==> config.mk <==
export PLATFORM = sky130hd
export DESIGN_NAME = if_fetch_flat
export DESIGN_NICKNAME = d
export VERILOG_FILES = /design/src/rtl/if_fetch_if.sv /design/src/rtl/if_fetch.sv /design/src/flat_wrapper.sv
export SDC_FILE = /design/constraint.sdc
export NUM_CORES = 1
export LEC_CHECK = 0
export BUFFER_PORTS_ARGS = -buffer_cell sky130_fd_sc_hd__clkbuf_2
export CORE_UTILIZATION = 51
export DETAILED_ROUTE_END_ITERATION = 8
export PLACE_DENSITY = 0.79
export SETUP_SLACK_MARGIN = 0.3
export SYNTH_ARGS = -nofsm -noshare
export SYNTH_HDL_FRONTEND = slang
export SYNTH_SLANG_ARGS = --single-unit
==> constraint.sdc <==
create_clock -name clk -period 2.47 [get_ports clk]
set_clock_uncertainty 0.15 [all_clocks]
set_input_delay 0.6175 -clock clk [delete_from_list [all_inputs] [get_ports clk]]
set_output_delay 0.6175 -clock clk [all_outputs]
set_load 0.02 [all_outputs]
==> src/rtl/if_fetch_if.sv <==
// Fetch-stage bus bundle: instruction memory port plus decode port.
// inst_adel is present only when FETCH_ADEL_EN is defined.
interface if_fetch_if;
    logic        imem_req;
    logic [31:0] imem_addr;
    logic        imem_ack;
    logic [31:0] imem_rdata;
    logic [31:0] inst;
    logic [31:0] inst_pc;
    logic        inst_valid;
    logic        inst_ready;
`ifdef FETCH_ADEL_EN
    logic        inst_adel;
`endif

    modport master (
        output imem_req,
        output imem_addr,
        input  imem_ack,
        input  imem_rdata,
        output inst,
        output inst_pc,
        output inst_valid,
`ifdef FETCH_ADEL_EN
        output inst_adel,
`endif
        input  inst_ready
    );

    modport slave (
        input  imem_req,
        input  imem_addr,
        output imem_ack,
        output imem_rdata,
        input  inst,
        input  inst_pc,
        input  inst_valid,
`ifdef FETCH_ADEL_EN
        input  inst_adel,
`endif
        output inst_ready
    );
endinterface

==> src/rtl/if_fetch.sv <==
// Instruction fetch stage: PC, req/ack fetch, small FIFO to decode.
// FETCH_ADEL_EN adds inst_adel and misaligned-PC fault entries.
module if_fetch #(
    parameter logic [31:0] RESET_PC  = 32'hBFC0_0000,
    parameter int          BUF_DEPTH = 2
) (
    input  logic        clk,
    input  logic        rst_n,
    if_fetch_if.master  bus,
    input  logic        redirect,
    input  logic [31:0] redirect_pc
);
    localparam int AW = $clog2(BUF_DEPTH);
    localparam int CW = AW + 1;
    localparam logic [CW-1:0] DEPTH = CW'(BUF_DEPTH);
`ifdef FETCH_ADEL_EN
    localparam bit ADEL_EN = 1'b1;
`else
    localparam bit ADEL_EN = 1'b0;
`endif

    typedef enum logic [1:0] {IDLE, REQ, DROP} state_t;

    state_t        state_q, state_d;
    logic [31:0]   pc_q, pc_d;
    logic [31:0]   addr_q;
    logic          req_q;
    logic          halt_q, halt_d;
    logic [31:0]   redir_pc;

    logic [31:0]   mem_pc   [BUF_DEPTH];
    logic [31:0]   mem_data [BUF_DEPTH];
    logic          mem_adel [BUF_DEPTH];
    logic [AW-1:0] wr_q, rd_q, rd_d;
    logic [CW-1:0] cnt_q, cnt_d, cnt_pop;

    logic          push, pop, flush;
    logic [31:0]   push_pc, push_data;
    logic          push_adel;
    logic [31:0]   head_pc, head_data;
    logic          head_adel;

    logic [31:0]   inst_q, inst_pc_q;
    logic          valid_q, adel_q;

    function automatic logic misal(input logic [1:0] lo);
        return ADEL_EN && (lo != 2'b00);
    endfunction

    assign redir_pc = ADEL_EN ? redirect_pc
                              : {redirect_pc[31:2], 2'b00};

    // Fetch control: next state, next pc, FIFO push and flush
    always_comb begin
        state_d   = state_q;
        pc_d      = pc_q;
        halt_d    = halt_q;
        push      = 1'b0;
        push_pc   = pc_q;
        push_data = bus.imem_rdata;
        push_adel = 1'b0;
        flush     = 1'b0;
        pop       = valid_q && bus.inst_ready;
        cnt_pop   = cnt_q - CW'(pop);

        unique case (state_q)
            IDLE: begin
                if (!halt_q && cnt_pop < DEPTH) begin
                    if (misal(pc_q[1:0])) begin
                        push      = 1'b1;
                        push_data = '0;
                        push_adel = 1'b1;
                        halt_d    = 1'b1;
                    end else begin
                        state_d = REQ;
                    end
                end
            end
            REQ: begin
                if (bus.imem_ack) begin
                    push = 1'b1;
                    pc_d = pc_q + 32'd4;
                    if (cnt_pop + CW'(1) < DEPTH)
                        state_d = REQ;
                    else
                        state_d = IDLE;
                end
            end
            DROP: begin
                if (bus.imem_ack)
                    state_d = REQ;
            end
            default: state_d = IDLE;
        endcase

        // Redirect wins over push and pop; an unanswered
        // request must still be retired, hence DROP
        if (redirect) begin
            flush  = 1'b1;
            push   = 1'b0;
            pc_d   = redir_pc;
            halt_d = 1'b0;
            if (state_q != IDLE && !bus.imem_ack)
                state_d = DROP;
            else
                state_d = REQ;
        end

        // Never request a misaligned address
        if (state_d == REQ && misal(pc_d[1:0]))
            state_d = IDLE;
    end

    // FIFO next count/read pointer and the entry that becomes head
    always_comb begin
        cnt_d = flush ? '0 : cnt_q + CW'(push) - CW'(pop);
        rd_d  = flush ? '0 : rd_q + AW'(pop);
        if (push && wr_q == rd_d) begin
            head_pc   = push_pc;
            head_data = push_data;
            head_adel = push_adel;
        end else begin
            head_pc   = mem_pc[rd_d];
            head_data = mem_data[rd_d];
            head_adel = mem_adel[rd_d];
        end
    end

    // State, pc and registered memory request outputs
    always_ff @(posedge clk or negedge rst_n) begin
        if (!rst_n) begin
            state_q <= IDLE;
            pc_q    <= RESET_PC;
            addr_q  <= RESET_PC;
            req_q   <= 1'b0;
            halt_q  <= 1'b0;
        end else begin
            state_q <= state_d;
            pc_q    <= pc_d;
            halt_q  <= halt_d;
            req_q   <= (state_d != IDLE);
            if (state_d != DROP)
                addr_q <= pc_d;
        end
    end

    // FIFO storage and pointers
    always_ff @(posedge clk or negedge rst_n) begin
        if (!rst_n) begin
            wr_q  <= '0;
            rd_q  <= '0;
            cnt_q <= '0;
            for (int i = 0; i < BUF_DEPTH; i++) begin
                mem_pc[i]   <= '0;
                mem_data[i] <= '0;
                mem_adel[i] <= 1'b0;
            end
        end else begin
            rd_q  <= rd_d;
            cnt_q <= cnt_d;
            if (flush)
                wr_q <= '0;
            else if (push)
                wr_q <= wr_q + AW'(1);
            if (push) begin
                mem_pc[wr_q]   <= push_pc;
                mem_data[wr_q] <= push_data;
                mem_adel[wr_q] <= push_adel;
            end
        end
    end

    // Decode-side outputs: registered head, zero when empty
    always_ff @(posedge clk or negedge rst_n) begin
        if (!rst_n) begin
            inst_q    <= '0;
            inst_pc_q <= '0;
            valid_q   <= 1'b0;
            adel_q    <= 1'b0;
        end else begin
            valid_q   <= (cnt_d != '0);
            inst_q    <= (cnt_d != '0) ? head_data : '0;
            inst_pc_q <= (cnt_d != '0) ? head_pc : '0;
            adel_q    <= (cnt_d != '0) && head_adel;
        end
    end

    assign bus.imem_req   = req_q;
    assign bus.imem_addr  = {addr_q[31:2],
                             ADEL_EN ? addr_q[1:0] : 2'b00};
    assign bus.inst       = inst_q;
    assign bus.inst_pc    = inst_pc_q;
    assign bus.inst_valid = valid_q;
`ifdef FETCH_ADEL_EN
    assign bus.inst_adel  = adel_q;
`else
    logic unused_adel;
    assign unused_adel = adel_q;
`endif
endmodule

==> src/flat_wrapper.sv <==
// flat-port wrapper written by rule: the top's interface ports become plain ports
module if_fetch_flat 
#(
    parameter logic [31:0] RESET_PC  = 32'hBFC0_0000,
    parameter int          BUF_DEPTH = 2
)
  (clk, rst_n, redirect, redirect_pc, bus_imem_req, bus_imem_addr, bus_imem_ack, bus_imem_rdata, bus_inst, bus_inst_pc, bus_inst_valid, bus_inst_ready);
  if_fetch_if bus_i ();
  input  logic clk;
  input  logic rst_n;
  input  logic redirect;
  input  logic [31:0] redirect_pc;
  output wire logic [$bits(bus_i.imem_req)-1:0] bus_imem_req;
  output wire logic [$bits(bus_i.imem_addr)-1:0] bus_imem_addr;
  input wire logic [$bits(bus_i.imem_ack)-1:0] bus_imem_ack;
  input wire logic [$bits(bus_i.imem_rdata)-1:0] bus_imem_rdata;
  output wire logic [$bits(bus_i.inst)-1:0] bus_inst;
  output wire logic [$bits(bus_i.inst_pc)-1:0] bus_inst_pc;
  output wire logic [$bits(bus_i.inst_valid)-1:0] bus_inst_valid;
  input wire logic [$bits(bus_i.inst_ready)-1:0] bus_inst_ready;
  assign bus_imem_req = bus_i.imem_req;
  assign bus_imem_addr = bus_i.imem_addr;
  assign bus_i.imem_ack = bus_imem_ack;
  assign bus_i.imem_rdata = bus_imem_rdata;
  assign bus_inst = bus_i.inst;
  assign bus_inst_pc = bus_i.inst_pc;
  assign bus_inst_valid = bus_i.inst_valid;
  assign bus_i.inst_ready = bus_inst_ready;
  if_fetch #(.RESET_PC(RESET_PC), .BUF_DEPTH(BUF_DEPTH)) u_core (.clk(clk), .rst_n(rst_n), .bus(bus_i), .redirect(redirect), .redirect_pc(redirect_pc));
endmodule
Word-level counts from Yosys, hierarchy flattened --
Cells that the tools add are included.
Operators by class: eq/ne operators 4, bitwise logic cells 2, mux-type cells 32, $lt $le $gt $ge 5, $add $sub $neg 7, reduce and logical (&&, ||, !) cells 10
Operators with widths (number):
- 32-bit 2-to-1 mux | 14
- 64-bit bitwise mux | 2
- 32-bit by 3-bit adder with 32-bit output (second input constant) | 1
- 32-bit demux with 1-bit select | 1
- 2-bit 2-to-1 mux | 6
- 1-bit 2-to-1 mux | 8
- 2-bit nonzero test | 4
- 2-bit one-hot mux with 3 select lines | 1
- 2-bit >= comparator (second input constant) | 2
- 1-bit logical AND | 4
- 2-bit less-than comparator (second input constant) | 2
- 1-bit inverter with 2-bit output | 2
- 2-bit by 1-bit subtractor with 2-bit output | 2
- 2-bit by 1-bit adder with 2-bit output | 1
- 2-bit by 1-bit adder with 2-bit output (second input constant) | 1
- 2-bit by 1-bit == test with 1-bit output (second input constant) | 1
- 2-bit == test (second input constant) | 1
- 2-bit zero test | 1
- 2-bit by 1-bit less-than comparator with 1-bit output (second input constant) | 1
- 2-bit != test (second input constant) | 1
- 1-bit adder | 1
- 1-bit adder (second input constant) | 1
- 1-bit == test | 1
- 1-bit zero test | 1
Storage, ports and cells: bits in registers 264, input bits 69, output and inout bits 98, word-level logic and storage cells 74

Logic depth before layout (Yosys ltp) --
Gate-level depths: netlist of the first run.
word-level depth 9, mapped depth 11, mapped depth without buffers 8

Worst setup path after synthesis of the first run --
OpenSTA, ideal clock, no wires.
kind input to register, start point in redirect, end point reg u_core.inst_q[0], in the netlist u_core.bus.inst[0], slack -0.329 ns, required time 2.174 ns, arrival 2.503 ns, stages 11, path through clkbuf_1 -> inv_1 -> nand2b_1 -> buf_2 -> inv_1 -> ha_1 -> xor2_1 -> xnor2_1 -> o21ai_1 -> clkbuf_1 -> a221oi_1
On the way: longest elaborated chain between the ends 8
Ends and longest elaborated chain:
- start, declared | line flat_wrapper.sv:11 | input logic redirect;
- branches (longest 7 deep; another with 2-bit by 1-bit adder with 2-bit output)
- 32-bit 2-to-1 mux (*) | line if_fetch.sv:182 | inst_q <= (cnt_d != '0) ? head_data : '0;
- end signal, assigned | line if_fetch.sv:182
- end, declared | line if_fetch.sv:43 | logic [31:0] inst_q, inst_pc_q;
Mark *: on every way between the ends. The select of a mux whose other input is x is not followed. A chain may end at the register's enable or synchronous reset.

Worst setup path in the final report of the first run --
start point reg u_core.state_q[1], end point reg u_core.inst_q[15], in the netlist u_core.bus.inst[15]
On the way: longest elaborated chain between the ends 8
Ends and longest elaborated chain:
- start, declared | line if_fetch.sv:24 | state_t state_q, state_d;
- start signal, assigned | line if_fetch.sv:138 | state_q <= state_d;
- 2-bit by 1-bit == test with 1-bit output (*) | line if_fetch.sv:66 | unique case (state_q)
- 1-bit 2-to-1 mux (*) | line if_fetch.sv:66
- 1-bit 2-to-1 mux (*) | line if_fetch.sv:98 | if (redirect) begin
- 2-bit by 1-bit adder with 2-bit output | line if_fetch.sv:116 | cnt_d = flush ? '0 : cnt_q + CW'(push) - CW'(pop);
- 2-bit by 1-bit subtractor with 2-bit output | line if_fetch.sv:116
- 2-bit 2-to-1 mux | line if_fetch.sv:116
- 2-bit nonzero test | line if_fetch.sv:182
- 32-bit 2-to-1 mux (*) | line if_fetch.sv:182
Mark *: on every way between the ends. The rest lies on a longest branch, timed or not.

==> results of run 1 <==
[tightest hold or removal path, stage by stage]
cell and delay, ns:
sky130_fd_sc_hd__clkbuf_2 0.09, sky130_fd_sc_hd__nor2_1 0.08, sky130_fd_sc_hd__a21oi_1 0.05
[per-stage QoR]
| stage | TNS (ns) | hold slack, ns | power, W |
|---|---|---|---|
| final | 0 | 0.1559 | 0.01654 |
| after global routing | 0 | 0.1514 | 0.01737 |
| after CTS | 0 | 0.1410 | 0.01625 |
| after detailed placement | -8.666 | 0.3231 | 0.01176 |
| after global placement | -4.711 | 0.3112 | 0.01156 |
| after floorplan | -1.233 | 0.1719 | 0.009967 |
[kinds of logic after synthesis]
kind of cell / after synthesis / share of synthesized area
other: 1 / 0.0003398
multiplexers: 203 / 0.1998
AO/OA/AOI/OAI: 119 / 0.08265
flip-flops: 254 / 0.5780
buffers and inverters: 78 / 0.03129
AND/OR/NAND/NOR: 199 / 0.08265
adder cells (fa/ha/maj): 2 / 0.002267
XOR/XNOR: 29 / 0.02302
[layout make-up]
type	instances	area [µm²]	area share
flip-flops and latches	254	6387	0.4544
multi-input cells	556	4900	0.3486
repair buffers	223	1569	0.1116
clock buffers	43	765.7	0.05447
well taps	275	344.1	0.02448
clock inverters	6	58.81	0.004183
inverters	8	32.53	0.002314
[synth_stat cells, types with 2 or more instances]
master                     instances
sky130_fd_sc_hd__dfrtp_1         236
sky130_fd_sc_hd__mux2_2          136
sky130_fd_sc_hd__nor2_1           91
sky130_fd_sc_hd__mux2i_1          65
sky130_fd_sc_hd__a221oi_1         62
sky130_fd_sc_hd__nand2_1          58
sky130_fd_sc_hd__clkbuf_1         36
sky130_fd_sc_hd__buf_2            25
sky130_fd_sc_hd__a21oi_1          18
sky130_fd_sc_hd__dfstp_2          18
sky130_fd_sc_hd__xnor2_1          18
sky130_fd_sc_hd__o21ai_0          16
sky130_fd_sc_hd__o221ai_1         12
sky130_fd_sc_hd__xor2_1           11
sky130_fd_sc_hd__nor3_1           10
sky130_fd_sc_hd__inv_1             8
sky130_fd_sc_hd__nand3_1           8
sky130_fd_sc_hd__nor4_1            6
sky130_fd_sc_hd__buf_4             5
sky130_fd_sc_hd__and4_1            4
sky130_fd_sc_hd__nand4_1           4
sky130_fd_sc_hd__a31oi_1           2
sky130_fd_sc_hd__and2_1            2
sky130_fd_sc_hd__and3_1            2
sky130_fd_sc_hd__buf_1             2
sky130_fd_sc_hd__clkbuf_2          2
sky130_fd_sc_hd__ha_1              2
sky130_fd_sc_hd__mux2_1            2
sky130_fd_sc_hd__or3_1             2
sky130_fd_sc_hd__or4_1             2
[what timing repair did]
item | 4_1_cts | 5_1_grt
setup endpoints to repair | 79 | 88
pin swaps | 2 | 4
cloned | 1 | 2
resized for setup | 68 | 24
hold buffers | 1 | 0
setup buffers | 4 | 7
endpoints found under the hold margin | 44 | 0
[where the power goes]
part           switching (W)  internal (W)  leakage, nW  total, W
Clock                0.00160       0.00222        0.404   0.00382
Sequential          0.000869       0.00578         3.13   0.00665
Combinational        0.00339       0.00267         2.74   0.00606
[placed cells by master (no fill, tap or decap), drive strengths merged, types with 3 or more instances in the layout]
master	count
mux2i	65
dfrtp	236
conb	4
o221ai	12
and4	4
buf	61
nand3	8
clkinv	4
or3	3
nor2	91
clkbuf	204
mux2	138
a221oi	62
nand4	6
inv	9
nor3	10
nand2	58
xor2	11
a21oi	18
o21ai	17
nor4	6
xnor2	18
dfstp	18
[sequential cells by signal, summed over array words and instances, names as in the netlist, 2 cells and up]
name	count
u_core.state_q	2
u_core.bus.inst	32
u_core.mem_pc	60
u_core.addr_q	30
u_core.mem_data	64
u_core.pc_q	30
u_core.cnt_q	2
u_core.bus.inst_pc	30
[metal layers]
layer  wire (µm)  GRT usage  vias to the layer above
li1            -          -                     3555
met1       11690     0.3244                     4119
met2       13750     0.4233                      246
met3        1479    0.04771                       50
met4         605    0.07908                        2
met5          13          0                        -
[final timing paths]
kind	start	to	slack, ns	depth (start not counted)
setup / recovery	u_core.state_q[1]	u_core.bus.inst[15]	0.26	10
hold / removal	redirect_pc[31]	u_core.pc_q[31]	0.16	3
setup reg to reg	u_core.state_q[1]	u_core.bus.inst[15]	0.26	10
hold reg to reg	u_core.mem_pc[4]	u_core.mem_pc[4]	0.34	2
max in group asynchronous	rst_n	u_core.addr_q[31]	0.99	3
min in group asynchronous	rst_n	u_core.bus.inst[2]	0.44	2
==> reports/summary.txt, run 1 <==
================================================================================
Run status                                                          complete, no violations
Synth unique cells                                                            50
Cell taking the most area after synthesis                           sky130_fd_sc_hd__dfrtp_1
Worst Path Class, Setup                                             register to register
Largest incremental delay on the critical path                           0.37 ns
RSZ-0062 raised after global routing                                        true
Required @ worst endpoint                                                2.74 ns
Max-Cap Viols                                                                  0
Die extent in x                                                         149.1 µm
Detailed-placement wirelength estimate                                  16060 µm
Inserted Clock Buffers                                                        27
CTS tree                                                                   built
Wire length of the first global-routing pass                            43390 µm
Worst-margin pin slew                                                  0.5746 ns
Number of antenna repair diodes                                                0
Final core utilization                                                    0.6666
IR drop worst, VDD                                                     0.8647 mV
Global route overflow                                                          0
Post-detailed-routing wire length                                       27550 µm
Largest net degree at the start of global routing                             70
Number of placement rows                                                      53
Initial antenna violation count                                                1
Highest clock frequency the design can meet                            453.4 MHz
Cell area after placement                                              12560 µm²
Number of warnings printed during yosys synthesis                              0
Detailed-route via count                                                    7972
Placer Congestion                                                         0.8170
Starting density of the core                                              0.5233
Post-route design area                                                 14060 µm²
Number of filler cells placed in the layout                                 1535
Leading post-synthesis cells by cell area                           sky130_fd_sc_hd__dfrtp_1 54%, sky130_fd_sc_hd__mux2_2 14%, sky130_fd_sc_hd__mux2i_1 5.9%, sky130_fd_sc_hd__a221oi_1 4.9%, sky130_fd_sc_hd__dfstp_2 4.3%
Worst path slowest cell                                             sky130_fd_sc_hd__dfrtp_1
Clock Path Buffers                                                             3
Final critical-path required period                                     2.206 ns
Max_slew headroom                                                         0.6169
Max-slew violation count                                                       0
Static leakage                                                          6.273 nW
# clock sinks                                                                254
Remaining antenna violation count after routing                                0
Synthesis-stage register bit count                                           254
Kind of end point of the critical path                                  register
Minimum setup slack after placement                                   -0.2141 ns
H-tree depth                                                                   1
Insertion delay to the later sink of the worst-skew pair                 0.53 ns
Crit-path leading delay family                                      XOR/XNOR gates
Final-stage net count                                                       1141
Chip Height                                                             149.1 µm
Sort of element at the start of the critical path                       register
Routed wire per std cell                                                20.18 µm
Share of the synthesized area in the top cell type                        0.5351
Detailed router's first-iteration violation count                            445
Layout overhead on the synthesized area                                   27.38%
PortBufs                                                                     160
CP Max Fanout                                                                 17
Critical path buffer and inverter count                                        3
Count of non-filler cells in the finished layout                            1365
Power density over the cells                                         1177 nW/µm²
Final setup violation count                                                    0
Global routing usage summed across all routing layers                     0.2501
Share of post-route cells with drive strength above 1                     0.4670
Cell at the root of the clock tree                                  sky130_fd_sc_hd__clkbuf_16
Number of top-level pins                                                     167
Worst Setup Slack, final                                               0.2643 ns
Top flip-flop cell by instance count after synthesis                sky130_fd_sc_hd__dfrtp_1
Number of hold-slack violations in the final timing report                     0
Number of iterations in the first detailed-routing pass                        5
Netlist Area Pre-Place                                                 11040 µm²
Total Die Area                                                         22230 µm²
Clock transition at the registers of the reported paths                  0.06 ns
Placed cells                                                                1301
Avg Cell Area, Syn                                                     12.47 µm²
Share of synthesized flip-flops with an asynchronous set or reset          1.000
Number of enable flip-flop cells after synthesis                               0
Worst EP arrival                                                         2.48 ns
Period utilization                                                        0.8930
Detailed-route DRC error count                                                 0
Number of global-route vias before repair                                   8271
Ordered list of cells on the worst path                             nand3b_4, nand2b_4, inv_4, ha_4, xor2_4, xnor2_2, o21ai_4, buf_6, buf_12, a221oi_1
Post-Syn Instances                                                           885
Detailed-route vias per instance                                           5.840
Class of the tightest hold or removal check                         primary input to register
Share of synthesized area occupied by flip-flops and latches              0.5780
Area of the placeable core                                             21090 µm²
================================================================================
No activity file was read; power rests on OpenSTA's default activity.
==> run 2: changes to the inputs <==
ABC_AREA = 1   (was default)
CORE_UTILIZATION = 52   (was 51)
==> run 2 against run 1 <==
Sequential share of layout area increased by 0.52 points. Count of clock-buffer cells in the layout decreased by 1. Via count increased by 22%. Die area increased by 2.8%. Setup slack improved by 0.045 ns. First-iteration DRC count increased by 40%. Design area decreased by 1.3%.
==> reports/summary.txt, run 2 <==
================================================================================
Chip Height                                                             151.2 µm
Clock transition at the registers of the reported paths                  0.07 ns
Count of non-filler cells in the finished layout                            1904
Worst Path Class, Setup                                             register to register
Minimum setup slack after placement                                   0.05292 ns
Max-Cap Viols                                                                  0
Commonest cells after routing, fill and taps aside                  594 x sky130_fd_sc_hd__nand2_1, 236 x sky130_fd_sc_hd__dfrtp_1, 163 x sky130_fd_sc_hd__o21ai_0, 159 x sky130_fd_sc_hd__clkbuf_2, 152 x sky130_fd_sc_hd__inv_1
Wire length of the first global-routing pass                            43250 µm
Number of flip-flops under the largest register name                          64
Run status                                                          complete, no violations
Register with the highest flop count                                u_core.mem_data
CP Max Fanout                                                                  7
Detailed router's first-iteration violation count                            623
Power, Total                                                           0.01509 W
Largest incremental delay on the critical path                           0.39 ns
Synthesis-stage register bit count                                           254
Worst R2R Path Depth                                                          10
Share of post-route cells with drive strength above 1                     0.1835
Avg Cell Area, Syn                                                     8.001 µm²
Clock Path Buffers                                                             3
Most common cell after layout, fill and taps aside                  sky130_fd_sc_hd__nand2_1
Crit-path leading delay family                                      simple AND/OR/NAND/NOR gates
Setup TNS after final layout                                                0 ns
Global route overflow                                                          0
Commonest cells post-synth                                          598 x sky130_fd_sc_hd__nand2_1, 236 x sky130_fd_sc_hd__dfrtp_1, 163 x sky130_fd_sc_hd__o21ai_0
Portion of total power attributed to sequential cells                      0.422
Switch share                                                              0.3534
Routed wire per std cell                                                14.05 µm
Synth unique cells                                                            35
Placed cells                                                                1844
Period utilization                                                        0.8746
Number of global-route vias before repair                                   8822
Detailed-route vias per instance                                           5.119
Insertion delay to the later sink of the worst-skew pair                 0.53 ns
Number of top-level pins                                                     167
Worst Setup Slack, final                                               0.3098 ns
Placer Congestion                                                         0.8527
Post-Syn Instances                                                          1446
IR drop worst, VDD                                                     0.5010 mV
Combinational group share of total power                                   0.316
Initial antenna violation count                                                0
Worst-margin pin slew                                                  0.6439 ns
Layout overhead on the synthesized area                                   19.95%
Power density over the cells                                         1087 nW/µm²
Highest clock frequency the design can meet                            462.9 MHz
PortBufs                                                                     160
Number of hold-slack violations in the final timing report                     0
Class of the tightest hold or removal check                         primary input to register
Number of placement rows                                                      54
Detailed-placement wirelength estimate                                  17400 µm
Post-route design area                                                 13880 µm²
Cell taking the most area after synthesis                           sky130_fd_sc_hd__dfrtp_1
Post-detailed-routing wire length                                       26750 µm
Cell area after placement                                              12810 µm²
Critical path buffer and inverter count                                        2
Cell internal power dissipation                                       0.009757 W
Kind of end point of the critical path                                  register
H-tree depth                                                                   1
Number of warnings printed during yosys synthesis                              0
Global routing usage summed across all routing layers                     0.2349
Leading post-synthesis cells by cell area                           sky130_fd_sc_hd__dfrtp_1 51%, sky130_fd_sc_hd__nand2_1 19%, sky130_fd_sc_hd__o21ai_0 7.1%, sky130_fd_sc_hd__inv_1 5.0%, sky130_fd_sc_hd__dfstp_2 4.1%
Total Die Area                                                         22850 µm²
Die extent in x                                                         151.2 µm
Required @ worst endpoint                                                2.79 ns
Final setup violation count                                                    0
Final-stage net count                                                       1675
Ordered list of cells on the worst path                             inv_2, nand4_1, nor2_2, nand2_1, nor2_4, buf_4, nand4_1, nand3_1, nand3_1, nand2_1
Number of cells on the critical path                                          10
Worst path slowest cell                                             sky130_fd_sc_hd__dfrtp_1
Number of enable flip-flop cells after synthesis                               0
Net switching power figure                                            0.005332 W
Detailed-route DRC error count                                                 0
Number of cells on the worst hold path                                         3
Netlist Area Pre-Place                                                 11570 µm²
Share of synthesized flip-flops with an asynchronous set or reset          1.000
Number of antenna repair diodes                                                0
Area of the placeable core                                             21820 µm²
Proportion of power drawn by the clock network                             0.262
CTS tree                                                                   built
Remaining antenna violation count after routing                                0
Max_slew headroom                                                         0.5674
Sort of element at the start of the critical path                       register
Number of iterations in the first detailed-routing pass                        5
Cell at the root of the clock tree                                  sky130_fd_sc_hd__clkbuf_16
RSZ-0062 raised after global routing                                        true
Top flip-flop cell by instance count after synthesis                sky130_fd_sc_hd__dfrtp_1
Inserted Clock Buffers                                                        26
Max-slew violation count                                                       0
Worst EP arrival                                                         2.48 ns
Static leakage                                                          7.797 nW
Final critical-path required period                                     2.160 ns
Starting density of the core                                              0.5302
# clock sinks                                                                254
Detailed-route via count                                                    9747
Share of synthesized area occupied by flip-flops and latches              0.5513
Share of the synthesized area in the top cell type                        0.5104
Largest net degree at the start of global routing                             69
Dominant cell by count in the synthesized netlist                   sky130_fd_sc_hd__nand2_1
================================================================================
==> run 2: changes by cell type after synthesis, moves of 37 or more <==
cell	delta
sky130_fd_sc_hd__a221oi_1	-62
sky130_fd_sc_hd__inv_1	+145
sky130_fd_sc_hd__mux2_2	-136
sky130_fd_sc_hd__mux2i_1	-65
sky130_fd_sc_hd__nand2_1	+540
sky130_fd_sc_hd__nor2_1	-57
sky130_fd_sc_hd__o21ai_0	+147
sky130_fd_sc_hd__o21ai_1	+37
==> run 2: worst reg2reg max path: cells and delay by family (launching register included) <==
kind                   cells  cell delay, ns
buffers and inverters      2            0.26
and+or+nand+nor            8            1.29
DFF                        1            0.39
==> run 2: power groups by stage <==
stage | logic [W] | clock network (W) | registers, W
6_report | 0.00477 | 0.00395 | 0.00636
5_1_grt | 0.00546 | 0.00420 | 0.00654
4_1_cts | 0.00464 | 0.00402 | 0.00634
3_5_place_dp | 0.00459 | 0 | 0.00640
3_3_place_gp | 0.00446 | 0 | 0.00634
2_1_floorplan | 0.00272 | 0 | 0.00679
==> run 2: layer usage <==
layer / up-vias / global-route usage / share of wire
met1: 4571 / 0.3381 / 0.46
li1: 4781 / - / -
met2: 349 / 0.3784 / 0.46
met3: 46 / 0.02801 / 0.064
met4: 0 / 0.05900 / 0.017
met5: - / 0 / 0
==> run 2: stage by stage <==
step                      utilization  hold WS (ns)
after global placement         0.5871        0.3089
final                          0.6359        0.1600
after CTS                      0.6282        0.1483
after detailed placement       0.5871        0.3080
after floorplan                     -        0.1719
after global routing           0.6359        0.1691
==> run 2: logic make-up (layout without fill, tap and decap cells) <==
family                   after synthesis  in the layout  share of synthesized area
XOR/XNOR                              15             15                    0.01136
AND/OR/NAND/NOR                      715            715                     0.2466
adder cells (fa/ha/maj)                2              2                   0.002163
AO/OA/AOI/OAI                        229            229                     0.1050
other                                  1              4                  0.0003241
buffers and inverters                230            405                    0.08327
flip-flops                           254            254                     0.5513
==> run 2: timing repair <==
action                                  in CTS  in global routing
hold buffers                                 1                  0
pin swaps                                    0                  7
resized for setup                            2                 14
endpoints found under the setup margin       3                 77
setup buffers                                0                 10
cloned                                       0                  1
hold endpoints to repair                    47                  0
==> run 2: path summary, 6_finish.rpt <==
kind	slack [ns]	to	from
max	0.31	u_core.addr_q[29]	u_core.state_q[1]
min	0.16	u_core.pc_q[22]	redirect_pc[22]
max reg2reg	0.31	u_core.addr_q[29]	u_core.state_q[1]
min reg2reg	0.32	u_core.addr_q[28]	u_core.addr_q[28]
max in group asynchronous	1.02	u_core.pc_q[29]	rst_n
min in group asynchronous	0.44	u_core.bus.inst[25]	rst_n
==> run 2: final cells by class <==
type,count,area (µm²)
Clock inverter,6,32.53
Multi-Input combinational cell,965,4327
Clock buffer,42,845.8
Inverter,155,581.8
Timing Repair Buffer,202,1363
Sequential cell,254,6379
Fill cell,1837,7945
Tap cell,280,350.3
